--- src/rtl/main_ram_ctrl_if.sv ---
`timescale 1ns/1ps
`default_nettype none
// ------------------------------------------------------------------
// main_ram_ctrl_if : host-side request/response bus of main_ram_ctrl
// Rev 1.0
// ------------------------------------------------------------------
interface main_ram_ctrl_if #(
  parameter int WIDTH = 8
);
  logic             req;
  logic             we;
  logic [19:0]      addr;
  logic [WIDTH-1:0] wdata;
  logic             busy;
  logic             done;
  logic [WIDTH-1:0] rdata;

  modport master (output req, we, addr, wdata, input  busy, done, rdata);
  modport slave  (input  req, we, addr, wdata, output busy, done, rdata);
endinterface
`default_nettype wire

--- src/rtl/main_ram_ctrl.sv ---
`timescale 1ns/1ps
`default_nettype none
// ------------------------------------------------------------------
// main_ram_ctrl : single-access asynchronous SRAM controller
// Rev 1.0
// ------------------------------------------------------------------
module main_ram_ctrl #(
  parameter int WIDTH    = 8,
  parameter int RD_WAIT  = 2,
  parameter int WR_PULSE = 2
) (
  input  wire               clk,
  input  wire               _reset,
  main_ram_ctrl_if.slave    bus,
  output logic              _cs,
  output logic              _oe,
  output logic              _w,
  output logic [19:0]       ram_addr,
  output logic [WIDTH-1:0]  ram_wdata,
  input  wire  [WIDTH-1:0]  ram_rdata
);

  localparam int WP_EFF  = (WR_PULSE < 1) ? 1 : WR_PULSE;
  localparam int CNT_MAX = ((RD_WAIT + 1) > WP_EFF) ? (RD_WAIT + 1) : WP_EFF;
  localparam int CW      = $clog2(CNT_MAX + 1);
  localparam logic [CW-1:0] RD_LOAD = CW'(RD_WAIT);
  localparam logic [CW-1:0] WR_LOAD = CW'(WP_EFF - 1);

  typedef enum logic [2:0] {
    IDLE      = 3'd0,
    RD_ACCESS = 3'd1,
    WR_SETUP  = 3'd2,
    WR_STROBE = 3'd3,
    WR_HOLD   = 3'd4,
    DONE      = 3'd5
  } state_t;

  state_t           r_state;
  state_t           w_state_nxt;
  logic [CW-1:0]    r_cnt;
  logic [CW-1:0]    w_cnt_nxt;
  logic             w_accept;
  logic             w_capture;
  logic             w_cs_n;
  logic             w_oe_n;
  logic             w_w_n;
  logic             w_busy;
  logic             w_done;
  logic             r_busy;
  logic             r_done;
  logic [WIDTH-1:0] r_rdata;

  // Counter holds "remaining cycles minus one" of the current timed state.
  always_comb begin
    w_state_nxt = r_state;
    w_cnt_nxt   = r_cnt;
    w_capture   = 1'b0;
    w_accept    = 1'b0;
    case (r_state)
      IDLE: begin
        if (bus.req) begin
          w_accept = 1'b1;
          if (bus.we) begin
            w_state_nxt = WR_SETUP;
          end else begin
            w_state_nxt = RD_ACCESS;
            w_cnt_nxt   = RD_LOAD;
          end
        end
      end
      RD_ACCESS: begin
        if (r_cnt == '0) begin
          w_state_nxt = DONE;
          w_capture   = 1'b1;
        end else begin
          w_cnt_nxt = r_cnt - CW'(1);
        end
      end
      WR_SETUP: begin
        w_state_nxt = WR_STROBE;
        w_cnt_nxt   = WR_LOAD;
      end
      WR_STROBE: begin
        if (r_cnt == '0) begin
          w_state_nxt = WR_HOLD;
        end else begin
          w_cnt_nxt = r_cnt - CW'(1);
        end
      end
      WR_HOLD: w_state_nxt = DONE;
      DONE:    w_state_nxt = IDLE;
      default: w_state_nxt = IDLE;
    endcase

    // Outputs are decoded from the next state so the flops show the new state's levels.
    w_cs_n = !((w_state_nxt == RD_ACCESS) || (w_state_nxt == WR_SETUP) ||
               (w_state_nxt == WR_STROBE) || (w_state_nxt == WR_HOLD));
    w_oe_n = (w_state_nxt != RD_ACCESS);
    w_w_n  = (w_state_nxt != WR_STROBE);
    w_busy = (w_state_nxt != IDLE);
    w_done = (w_state_nxt == DONE);
  end

  always_ff @(posedge clk or negedge _reset) begin
    if (!_reset) begin
      r_state   <= IDLE;
      r_cnt     <= '0;
      _cs       <= 1'b1;
      _oe       <= 1'b1;
      _w        <= 1'b1;
      r_busy    <= 1'b0;
      r_done    <= 1'b0;
      r_rdata   <= '0;
      ram_addr  <= '0;
      ram_wdata <= '0;
    end else begin
      r_state <= w_state_nxt;
      r_cnt   <= w_cnt_nxt;
      _cs     <= w_cs_n;
      _oe     <= w_oe_n;
      _w      <= w_w_n;
      r_busy  <= w_busy;
      r_done  <= w_done;
      if (w_accept) begin
        ram_addr  <= bus.addr;
        ram_wdata <= bus.wdata;
      end
      if (w_capture) begin
        r_rdata <= ram_rdata;
      end
    end
  end

  assign bus.busy  = r_busy;
  assign bus.done  = r_done;
  assign bus.rdata = r_rdata;

endmodule
`default_nettype wire

--- src/flat_wrapper.sv ---
// flat-port wrapper written by rule: the top's interface ports become plain ports
module main_ram_ctrl_flat 
#(
  parameter int WIDTH    = 8,
  parameter int RD_WAIT  = 2,
  parameter int WR_PULSE = 2
)
  (clk, _reset, _cs, _oe, _w, ram_addr, ram_wdata, ram_rdata, bus_req, bus_we, bus_addr, bus_wdata, bus_busy, bus_done, bus_rdata);
  main_ram_ctrl_if #(.WIDTH(WIDTH)) bus_i ();
  input  wire clk;
  input  wire _reset;
  output logic _cs;
  output logic _oe;
  output logic _w;
  output logic [19:0] ram_addr;
  output logic [WIDTH-1:0] ram_wdata;
  input  wire  [WIDTH-1:0] ram_rdata;
  input wire logic [$bits(bus_i.req)-1:0] bus_req;
  input wire logic [$bits(bus_i.we)-1:0] bus_we;
  input wire logic [$bits(bus_i.addr)-1:0] bus_addr;
  input wire logic [$bits(bus_i.wdata)-1:0] bus_wdata;
  output wire logic [$bits(bus_i.busy)-1:0] bus_busy;
  output wire logic [$bits(bus_i.done)-1:0] bus_done;
  output wire logic [$bits(bus_i.rdata)-1:0] bus_rdata;
  assign bus_i.req = bus_req;
  assign bus_i.we = bus_we;
  assign bus_i.addr = bus_addr;
  assign bus_i.wdata = bus_wdata;
  assign bus_busy = bus_i.busy;
  assign bus_done = bus_i.done;
  assign bus_rdata = bus_i.rdata;
  main_ram_ctrl #(.WIDTH(WIDTH), .RD_WAIT(RD_WAIT), .WR_PULSE(WR_PULSE)) u_core (.clk(clk), ._reset(_reset), .bus(bus_i), ._cs(_cs), ._oe(_oe), ._w(_w), .ram_addr(ram_addr), .ram_wdata(ram_wdata), .ram_rdata(ram_rdata));
endmodule
--- config.mk ---
export PLATFORM = sky130hd
export DESIGN_NAME = main_ram_ctrl_flat
export DESIGN_NICKNAME = d
export VERILOG_FILES = /design/src/rtl/main_ram_ctrl_if.sv /design/src/rtl/main_ram_ctrl.sv /design/src/flat_wrapper.sv
export SDC_FILE = /design/constraint.sdc
export NUM_CORES = 1
export LEC_CHECK = 0
export ABC_AREA = 1
export CAP_MARGIN = 20
export CORE_AREA = 2 2 96 52
export DETAILED_ROUTE_END_ITERATION = 8
export DIE_AREA = 0 0 98 54
export HOLD_SLACK_MARGIN = 0.06
export PLACE_DENSITY_LB_ADDON = 0.15
export SETUP_SLACK_MARGIN = 0.3
export SKIP_LAST_GASP = 1
export SLEW_MARGIN = 20
export SYNTH_ARGS = -nofsm -noshare
export SYNTH_HDL_FRONTEND = slang
export SYNTH_SLANG_ARGS = --single-unit
--- constraint.sdc ---
create_clock -name clk -period 3.3 [get_ports clk]
set_clock_uncertainty 0.1 [all_clocks]
set_input_delay 0.66 -clock clk [delete_from_list [all_inputs] [get_ports clk]]
set_output_delay 0.66 -clock clk [all_outputs]
set_load 0.05 [all_outputs]
# After elaboration in Yosys (flattened, before gate mapping)
# Cells that the tools add are included.
[word_totals] ff_bits=46 input_bits=40 wordCells=48
[classes] n_addsub=1 n_eq_ne=14 mux=13 n_reduce_logical=10
[op_table] op="$pmux 3 s5" n=1
[op_table] op="$eq 3x2->1 const B" n=4
[op_table] op="$eq 3x3->1 const B" n=3
[op_table] op="$mux 3" n=3
[op_table] op="$mux 2" n=4
[op_table] op="$eq 3x1->1 const B" n=2
[op_table] op="$ne 2x2->1 const B" n=3
[op_table] op="$pmux 2 s3" n=1
[op_table] op="$reduce_bool 3->1" n=2
[op_table] op="$mux 1" n=4
[op_table] op="$reduce_and 4->1" n=1
[op_table] op="$logic_not 3->1" n=1
[op_table] op="$logic_or 1x1->1" n=3
[op_table] op="$ne 3x1->1 const B" n=1
[op_table] op="$ne 3x2->1 const B" n=1
[op_table] op="$logic_not 2->1" n=1
[op_table] op="$reduce_or 2->1" n=1
[op_table] op="$sub 2x1->2 const B" n=1
[op_table] op="$logic_not 1->1" n=1

# Logic depth before layout (Yosys ltp)
# Gate-level depths: netlist of run 1.
[logic_depth] word_depth=8 depth_mapped=9 depth_no_buf=9

# Worst setup path before layout of run 1
# No wires, ideal clock.
[synth_timing] path_kind="register to output" startpoint="reg u_core._cs" endpoint="out _cs" arrival_time_ns=0.656 required_ns=2.540 slack_ns=1.884 path_stages_with_launch=1 path_cell_list="dfstp_2"
[synth_lines] element="start: declaration" line="main_ram_ctrl.sv:15" text="output logic _cs,"
[synth_lines] element="start signal: assignment" line="main_ram_ctrl.sv:119" text="_cs <= w_cs_n;"
[synth_lines] element="end: declaration" line="flat_wrapper.sv:12" text="output logic _cs;"
# No word-level cell between the ends.

# Worst setup path after layout of run 1
[layout_timing] startpoint="reg u_core._oe" endpoint="out _oe"
[layout_lines] element="start: declaration" line="main_ram_ctrl.sv:16" text="output logic _oe,"
[layout_lines] element="start signal: assignment" line="main_ram_ctrl.sv:120" text="_oe <= w_oe_n;"
[layout_lines] element="end: declaration" line="flat_wrapper.sv:13" text="output logic _oe;"
# No word-level cell between the ends.

==> results of run 1 <==
state kept, by name, indices dropped and copies added, names as in the netlist:
signal and count:
u_core.ram_addr 20, u_core.bus.rdata 8, u_core.ram_wdata 8, u_core.r_state 3, u_core.r_cnt 2, u_core._cs 1, u_core._oe 1, u_core._w 1
u_core.bus.busy 1, u_core.bus.done 1
through the flow:
stage / hold WS, ns / area (sq um) / std cells
5_1_grt: 0.2840 / 2872 / 354
3_3_place_gp: 0.3530 / 2778 / 346
2_1_floorplan: 0.2644 / 1963 / 214
6_report: 0.2519 / 2872 / 354
4_1_cts: 0.3786 / 2869 / 354
3_5_place_dp: 0.3592 / 2778 / 346
power by group:
part           total [W]  internal (W)  switching, W
Sequential       0.00100      0.000845      0.000159
Clock           0.000346      0.000169      0.000177
Combinational    0.00200      0.000629       0.00137
Total            0.00335       0.00164       0.00171
Yosys cell counts:
library cell and number:
inv_1 17, dfrtp_1 43, ha_1 1, nand3_2 11
buf_4 1, o21ai_1 8, nand2_2 1, nand3_1 24
dfstp_2 3, nand2_4 1, buf_8 1, o21ai_0 2
a21oi_2 1, o21a_1 1, nor2_4 1, nand2_1 80
buf_6 1, buf_2 6, clkinv_1 1, inv_2 3
a21oi_1 1, nor2_1 6
final timing paths:
check	start	endpoint	slack, ns	depth (start not counted)
max in group asynchronous	_reset	u_core._cs$_DFF_PN1_	2.45	1
min reg2reg	u_core.ram_addr[14]$_DFFE_PN0P_	u_core.ram_addr[14]$_DFFE_PN0P_	0.37	2
min in group clk	u_core.ram_addr[14]$_DFFE_PN0P_	u_core.ram_addr[14]$_DFFE_PN0P_	0.37	2
max reg2reg	u_core.r_state[1]$_DFF_PN0_	u_core.ram_addr[4]$_DFFE_PN0P_	1.22	6
min	_reset	u_core.bus.rdata[0]$_DFFE_PN0P_	0.25	1
max	u_core._oe$_DFF_PN1_	_oe	0.94	1
layout make-up:
class / instances / area [sq um] / share of cell area
sequential: 46 / 1155 / 0.4022
timing repair buffer: 81 / 805.8 / 0.2806
multi-input combinational: 138 / 665.6 / 0.2318
clock buffer: 7 / 86.33 / 0.03007
inverter: 21 / 78.83 / 0.02745
tap: 60 / 75.07 / 0.02614
clock inverter: 1 / 5.005 / 0.001743
layer usage:
layer / wire length (um) / up-vias
met5: 0 / -
met3: 389 / 2
met1: 2253 / 737
met4: 12 / 0
li1: - / 830
met2: 1766 / 62
kinds of logic after synthesis:
kind of cell / count (synthesis)
flip-flops: 46
AO/OA/AOI/OAI: 13
buffers and inverters: 30
AND/OR/NAND/NOR: 124
adder cells (fa/ha/maj): 1
==> impl_metrics.ini, run 1 <==
[yosys]
synth_cell_types = 22
synth.yosys.warnings = 0
synth_compound_area_frac = 0.03633
synth_top_family_by_area = simple AND/OR/NAND/NOR gates
synth-seq-area-share = 0.5883
synthMuxAreaShare = 0
yosys.area_share.simple = 0.2964
yosys.area.top_type = dfrtp_1
ys_ff_latch = 46
syn_nets = 255
syn_area_sq_mm = 0.001963
syn-instance-count = 214
synthTopCellsByArea = dfrtp_1 (55%), nand2_1 (15%), nand3_1 (6.1%), nand3_2 (5.6%), dfstp_2 (4.0%)
avgSynthCellArea_sq_um = 9.174
synth-adder-area-share = 0.006373
synth_top_area_share = 0.5481
synth-xor-area-share = 0

[grt]
antenna_found_initial = 0
use_met2 = 0.2329
grt_overflow_total = 0
grt_max_degree = 47
grt_pass1_vias = 1422
grt.busiest_layer = met1
grtUsageMet1 = 0.2521
grt_util_met3 = 0.07792
grtUsageTotal = 0.1759
grt_pass1_wl_mm = 7.010

[placed_design]
gp_congestion = 0.8393
post-place-ws_ns = 0.9866
io_buffers = 80
dp_hpwl_mm = 3.158

[cells_and_area]
layout-drive-gt1-share = 0.1020
num_antenna_cells = 0
postLayoutCoreUtil = 0.6281
final_common_cell = nand2_1
syn2layout_area_growth_pct = 46.27
final_nets = 334
fillers = 407
layout_common_cells = nand2_1 (80), clkdlybuf4s50_1 (79), dfrtp_1 (43)

[setup_path]
cp.required_ns = 2.54
crit_chain = clkdlybuf4s50_1
slowest_delay_ns = 0.79
crit_fanout = 1
critPathTopFamily = buffers and inverters
crit_type = register to primary output
cp_slowest_cell = clkdlybuf4s50_1
critPathCaptureType = primary output
worst-path-buf-inv = 1
worstPathArrival_ns = 1.60
cp-start-kind = register

[clocking]
root_buffer = clkbuf_8
ctsHoldBuffers = 0
cts_buffers = 5
clock_latency_ns = 0.29
clk_pin_slew_ns = 0.08
cts.path.max_buffers = 2
post_cts_resized = 0
cts_sinks = 46
cts_tree = yes
htreeDepth = 2
cts_setup_buffers = 0

[route]
wl_per_cell_um = 12.49
antenna_left = 0
drt_iter0_drc = 123
routed_wl_mm = 4.422
vias = 1631
vias_per_cell = 4.607
drc = 0
dr.pass1.iters = 4

[die]
initial_core_util = 0.4294
io_pins = 81
dieArea_sq_mm = 0.005292
die_width_um = 98
rows = 18
core_region_area_sq_mm = 0.004572
dieHeight_um = 54

[pwr]
totalPowerFinal_w = 0.003349
powerDensity_mw_per_mm2 = 1166
leakagePower_nw = 1.409
max-vdd-ir-drop_mv = 0.6041

[sta]
min_period_over_period = 0.7158
timing.slew.headroom = 0.4287
hold_violations = 0
worst_pin_slew_ns = 0.8549
setup_viol = 0
drv_slew = 0
rsz0062_at_grt = no
setup_ws_ns = 0.9377
tns_ns = 0
fmax_ghz = 0.4233
fin_crit_ns = 2.362

[outcome]
outcome = complete, no violations

[hold_path]
min_path_type = primary input to async pin

[run]
maxCapViolCount = 0
Note: power is estimated with default switching activity, not from simulation.
==> run 2: changes to the inputs <==
Settings changed: CORE_AREA 2 2 96 52 to 2 2 105 56, DIE_AREA 0 0 98 54 to 0 0 107 58.
Clock period 3.3 ns to 2 ns, I/O delays scaled along.
==> run 2 against run 1 <==
  * Worst setup slack got worse by 0.61 ns
  * Worst hold slack improved by 0.12 ns
  * Critical path depth unchanged
  * Critical endpoint is now ram_addr[15]
  * Largest cell class unchanged
  * Wire length increased by 6.9%
  * Clock-buffer cell count unchanged
==> impl_metrics.ini, run 2 (synthesized netlist as in run 1, its figures left out) <==
[die]
rows = 19
core_region_area_sq_mm = 0.005301
die_width_um = 107
io_pins = 81
dieHeight_um = 58
dieArea_sq_mm = 0.006206
initial_core_util = 0.3703

[placed_design]
dp_hpwl_mm = 3.499
io_buffers = 80
gp_congestion = 0.8531

[sta]
fin_crit_ns = 1.672
tns_ns = 0
min_period_over_period = 0.8360
rsz0062_at_grt = yes
fmax_ghz = 0.5981
hold_violations = 0
worst_pin_slew_ns = 0.5055
setup_viol = 0
timing.slew.headroom = 0.6643
drv_slew = 0

[route]
vias = 1665
routed_wl_mm = 4.726
wl_per_cell_um = 12.74
drt_iter0_drc = 76
vias_per_cell = 4.488
drc = 0
dr.pass1.iters = 4
antenna_left = 0

[cells_and_area]
layout-drive-gt1-share = 0.1980
final_nets = 338
layout_common_cells = nand2_1 (80), dfrtp_1 (43), clkdlybuf4s50_1 (38)
syn2layout_area_growth_pct = 44.49
num_antenna_cells = 0
postLayoutCoreUtil = 0.5350
final_common_cell = nand2_1
largest_reg_flops = 20
largest-register = u_core.ram_addr

[setup_path]
slowest_delay_ns = 0.51
crit_path_start = u_core.ram_addr[15]$_DFFE_PN0P_
cp.required_ns = 1.50
cp-endpoint = ram_addr[15]
worstPathArrival_ns = 1.17
rrSetupSlack_ns = 0.45
crit_fanout = 2
worstRegToRegCells = 6
cp_num_cells = 1
worst-path-buf-inv = 1
cp_slowest_cell = clkdlybuf4s15_1
crit_chain = clkdlybuf4s15_1
critPathCaptureType = primary output
critPathTopFamily = buffers and inverters
r2r-end = u_core.ram_addr[0]$_DFFE_PN0P_
crit_type = register to primary output
cp-start-kind = register
reg2reg_from = u_core.r_state[1]$_DFF_PN0_

[grt]
grt_max_degree = 29
grt_pass1_vias = 1550
grtUsageTotal = 0.1623
antenna_found_initial = 0
grt_pass1_wl_mm = 7.624
grt_overflow_total = 0

[clocking]
cts_buffers = 5
clk_pin_slew_ns = 0.09
root_buffer = clkbuf_8
htreeDepth = 2
clock_latency_ns = 0.28
cts_setup_buffers = 0
cts_sinks = 46
cts_tree = yes
cts.path.max_buffers = 2

[run]
maxCapViolCount = 0

[hold_path]
min_path_type = register to register

[pwr]
powerDensity_mw_per_mm2 = 1898
leakagePower_nw = 1.469
max-vdd-ir-drop_mv = 0.8065

[outcome]
outcome = complete, no violations
==> run 2: through the flow <==
| step | worst slack (ns) | instance area [sq um] | total power [W] | hold WS [ns] | std cells |
|---|---|---|---|---|---|
| global route | 0.2807 | 2836 | 0.005732 | 0.3970 | 371 |
| floorplan | 0.6769 | 1963 | 0.003960 | 0.004409 | 214 |
| global placement | 0.1890 | 2764 | 0.004918 | 0.2368 | 362 |
| CTS | 0.2997 | 2841 | 0.005406 | 0.3745 | 371 |
| detailed placement | 0.1730 | 2764 | 0.004955 | 0.2329 | 362 |
| finish | 0.3281 | 2836 | 0.005383 | 0.3730 | 371 |
==> run 2: worst min path at each step <==
stage,startpoint,slack [ns],cells after the start,to
6_report,u_core.ram_wdata[7]$_DFFE_PN0P_,0.37,2,u_core.ram_wdata[7]$_DFFE_PN0P_
5_1_grt,u_core.ram_addr[4]$_DFFE_PN0P_,0.40,2,u_core.ram_addr[4]$_DFFE_PN0P_
4_1_cts,u_core.ram_wdata[7]$_DFFE_PN0P_,0.37,2,u_core.ram_wdata[7]$_DFFE_PN0P_
3_5_place_dp,_reset,0.23,1,u_core.ram_wdata[6]$_DFFE_PN0P_
3_3_place_gp,_reset,0.24,1,u_core.ram_wdata[2]$_DFFE_PN0P_
2_1_floorplan,_reset,0.004,0,u_core.bus.busy$_DFF_PN0_
==> run 2: where the power goes <==
group / internal [W] / switching, W / leakage (nW)
Clock: 0.000279 / 0.000294 / 0.0482
Combinational: 0.000864 / 0.00229 / 0.858
Sequential: 0.00139 / 0.000259 / 0.563
==> run 2: cell type report <==
type	count	area, sq um
clock buffer	7	86.33
clock inverter	1	5.005
fill	501	2465
inverter	21	78.83
multi-input combinational	138	665.6
sequential	46	1155
tap	73	91.34
timing repair buffer	85	754.5
==> run 2: per-layer routing <==
metal,GRT usage,vias to the layer above,part of all wire
met1,0.2509,759,0.52
met3,0.06524,5,0.093
met4,0.03896,0,0.0070
met5,0,-,0
met2,0.2084,68,0.37
li1,-,833,-
==> run 2: timing repair <==
| action | in CTS | in global routing |
|---|---|---|
| gates resized for setup | 21 | 21 |
| setup endpoints to repair | 20 | 17 |
| hold buffers | 1 | 0 |
| hold endpoints to repair | 13 | 0 |
==> run 3: changes to the inputs <==
Clock period 2 ns to 1.37 ns, I/O delays scaled along.
==> run 3 against run 2 <==
  * The flow now finishes with violations (negative setup slack)
  * Global-route usage is 3.4 points higher
  * Total power grew 120%
  * Wire length is 27% higher
  * Critical path type is now register to register
  * Critical endpoint is now u_core.r_cnt[0]$_DFFE_PN0P_
  * Largest power group unchanged
==> impl_metrics.ini, run 3 (synthesized netlist as in run 1, its figures left out) <==
[clocking]
root_buffer = clkbuf_8
clock_latency_ns = 0.30
cts_sinks = 46
htreeDepth = 2
cts_tree = yes
clk_pin_slew_ns = 0.08
cts_buffers = 5
cts.path.max_buffers = 2

[outcome]
outcome = finished with violations
violations = negative setup slack

[pwr]
leakagePower_nw = 1.930
combPwrFrac = 0.687
max-vdd-ir-drop_mv = 1.659
switching_power_w = 0.005264
pwr-share-seq = 0.232
p_clk_frac = 0.081
p_int_w = 0.006557
sw_frac_of_total = 0.4453
powerDensity_mw_per_mm2 = 2929
totalPowerFinal_w = 0.01182

[sta]
rsz0062_at_grt = yes
worst_pin_slew_ns = 0.2634
drv_slew = 0
setup_ws_ns = -0.05510
min_period_over_period = 1.040
fmax_ghz = 0.7017
setup_viol = 11
timing.slew.headroom = 0.8244
hold_violations = 0
fin_crit_ns = 1.425

[route]
wl_met1_mm = 2.813
routed_wl_mm = 6.004
vias = 1934
wl_per_cell_um = 14.43
wl_met2_mm = 2.510
highest_layer = met4
vias_per_cell = 4.649
antenna_left = 0
wl_met3_um = 624
dr.pass1.iters = 4
drc = 0
drt_iter0_drc = 79

[setup_path]
critPathCaptureType = register
crit_type = register to register
worstPathArrival_ns = 1.52
crit_chain = inv_2 -> ha_4 -> nand2_4 -> buf_4 -> nand2_4 -> inv_2 -> nand2_1 -> nand2_1 -> nand2_1
cp.required_ns = 1.46
cp-start-kind = register
crit_top_cell = nand2_1
crit_fanout = 4
slowest_delay_ns = 0.39
cp_slowest_cell = dfrtp_1

[grt]
antenna_found_initial = 0
grt_overflow_total = 0
grt_pass1_wl_mm = 9.232
grt_pass1_vias = 1823
grtUsageTotal = 0.1960
grt_max_degree = 18

[placed_design]
gp_congestion = 0.8656
placed_cells = 374
dp_hpwl_mm = 3.800
io_buffers = 80
post-place-ws_ns = -0.2581

[cells_and_area]
layout-drive-gt1-share = 0.4548
largest_reg_flops = 20
final_common_cell = nand2_1
syn2layout_area_growth_pct = 105.6
largest-register = u_core.ram_addr
layoutNonFillerInstCount = 416
num_antenna_cells = 0
final_nets = 383
layout_common_cells = nand2_1 (64), buf_12 (46), dfrtp_1 (41)

[die]
core_region_area_sq_mm = 0.005301
io_pins = 81
rows = 19
dieArea_sq_mm = 0.006206
dieHeight_um = 58
die_width_um = 107
initial_core_util = 0.3703

[hold_path]
min_path_type = primary input to async pin

[run]
maxCapViolCount = 0
[run 3: cell types whose count changed in the layout (fill, tap and decap cells not counted), moves of 5 or more]
cell	before	now
nand2_1	80	64
buf_4	25	36
nand3_1	24	14
clkbuf_2	5	0
nand3_2	11	18
clkdlybuf4s15_1	12	0
buf_12	0	46
nand2_2	1	13
[run 3: routing by layer]
| layer | GRT usage | up-vias |
|---|---|---|
| met1 | 0.2934 | 909 |
| met3 | 0.08436 | 7 |
| met2 | 0.2557 | 82 |
| met4 | 0.05566 | 0 |
| li1 | - | 936 |
| met5 | 0 | - |
[run 3: worst paths after layout]
| path | from | depth (start not counted) | slack [ns] | end |
|---|---|---|---|---|
| setup / recovery | u_core.r_cnt[0]$_DFFE_PN0P_ | 9 | -0.06 | u_core.r_cnt[0]$_DFFE_PN0P_ |
| hold / removal | _reset | 2 | 0.27 | u_core.ram_wdata[2]$_DFFE_PN0P_ |
| setup reg to reg | u_core.r_cnt[0]$_DFFE_PN0P_ | 9 | -0.06 | u_core.r_cnt[0]$_DFFE_PN0P_ |
| hold reg to reg | u_core.r_cnt[1]$_DFFE_PN0P_ | 2 | 0.43 | u_core.r_cnt[1]$_DFFE_PN0P_ |
| max in group asynchronous | _reset | 3 | 0.40 | u_core.ram_addr[19]$_DFFE_PN0P_ |
| min in group clk | ram_rdata[0] | 3 | 0.40 | u_core.bus.rdata[0]$_DFFE_PN0P_ |
[run 3: critical path: cells and delay by family (launching register included)]
family | cells | cell delay [ns]
buf+inv | 3 | 0.26
simple gates | 5 | 0.39
flops | 1 | 0.39
fa+ha+maj | 1 | 0.16
[run 3: stage by stage]
step / utilization / cell area, sq um / TNS (ns) / hold slack (ns)
final: 0.7614 / 4036 / -0.3299 / 0.2740
after global routing: 0.7614 / 4036 / -1.554 / 0.2940
after CTS: 0.7097 / 3762 / 0 / 0.2695
after detailed placement: 0.6328 / 3354 / -7.319 / 0.05475
after global placement: 0.6328 / 3354 / -6.614 / 0.06208
after floorplan: - / 2007 / 0 / -0.1216
[run 3: area by class of cell]
type                    count  area [sq um]
clock buffers               8         110.1
fillers                   347          1265
inverters                  21         86.33
multi-input cells         141         910.9
flip-flops and latches     46          1157
well taps                  73         91.34
repair buffers            127          1680
[run 3: power by group through the flow]
stage / sequential, W / combinational, W / clock (W)
2_1_floorplan: 0.00435 / 0.00156 / 0
3_3_place_gp: 0.00273 / 0.00635 / 0
3_5_place_dp: 0.00272 / 0.00641 / 0
4_1_cts: 0.00270 / 0.00734 / 0.000976
5_1_grt: 0.00279 / 0.00856 / 0.00104
6_report: 0.00274 / 0.00813 / 0.000957
[run 3: repair_timing]
item                                    4_1_cts  5_1_grt
hold buffers                                  1        0
gates cloned                                  4        1
endpoints found under the hold margin        43        0
endpoints found under the setup margin       87       87
pin swaps                                     7       11
setup buffers                                15       13
gates resized for setup                      19       38
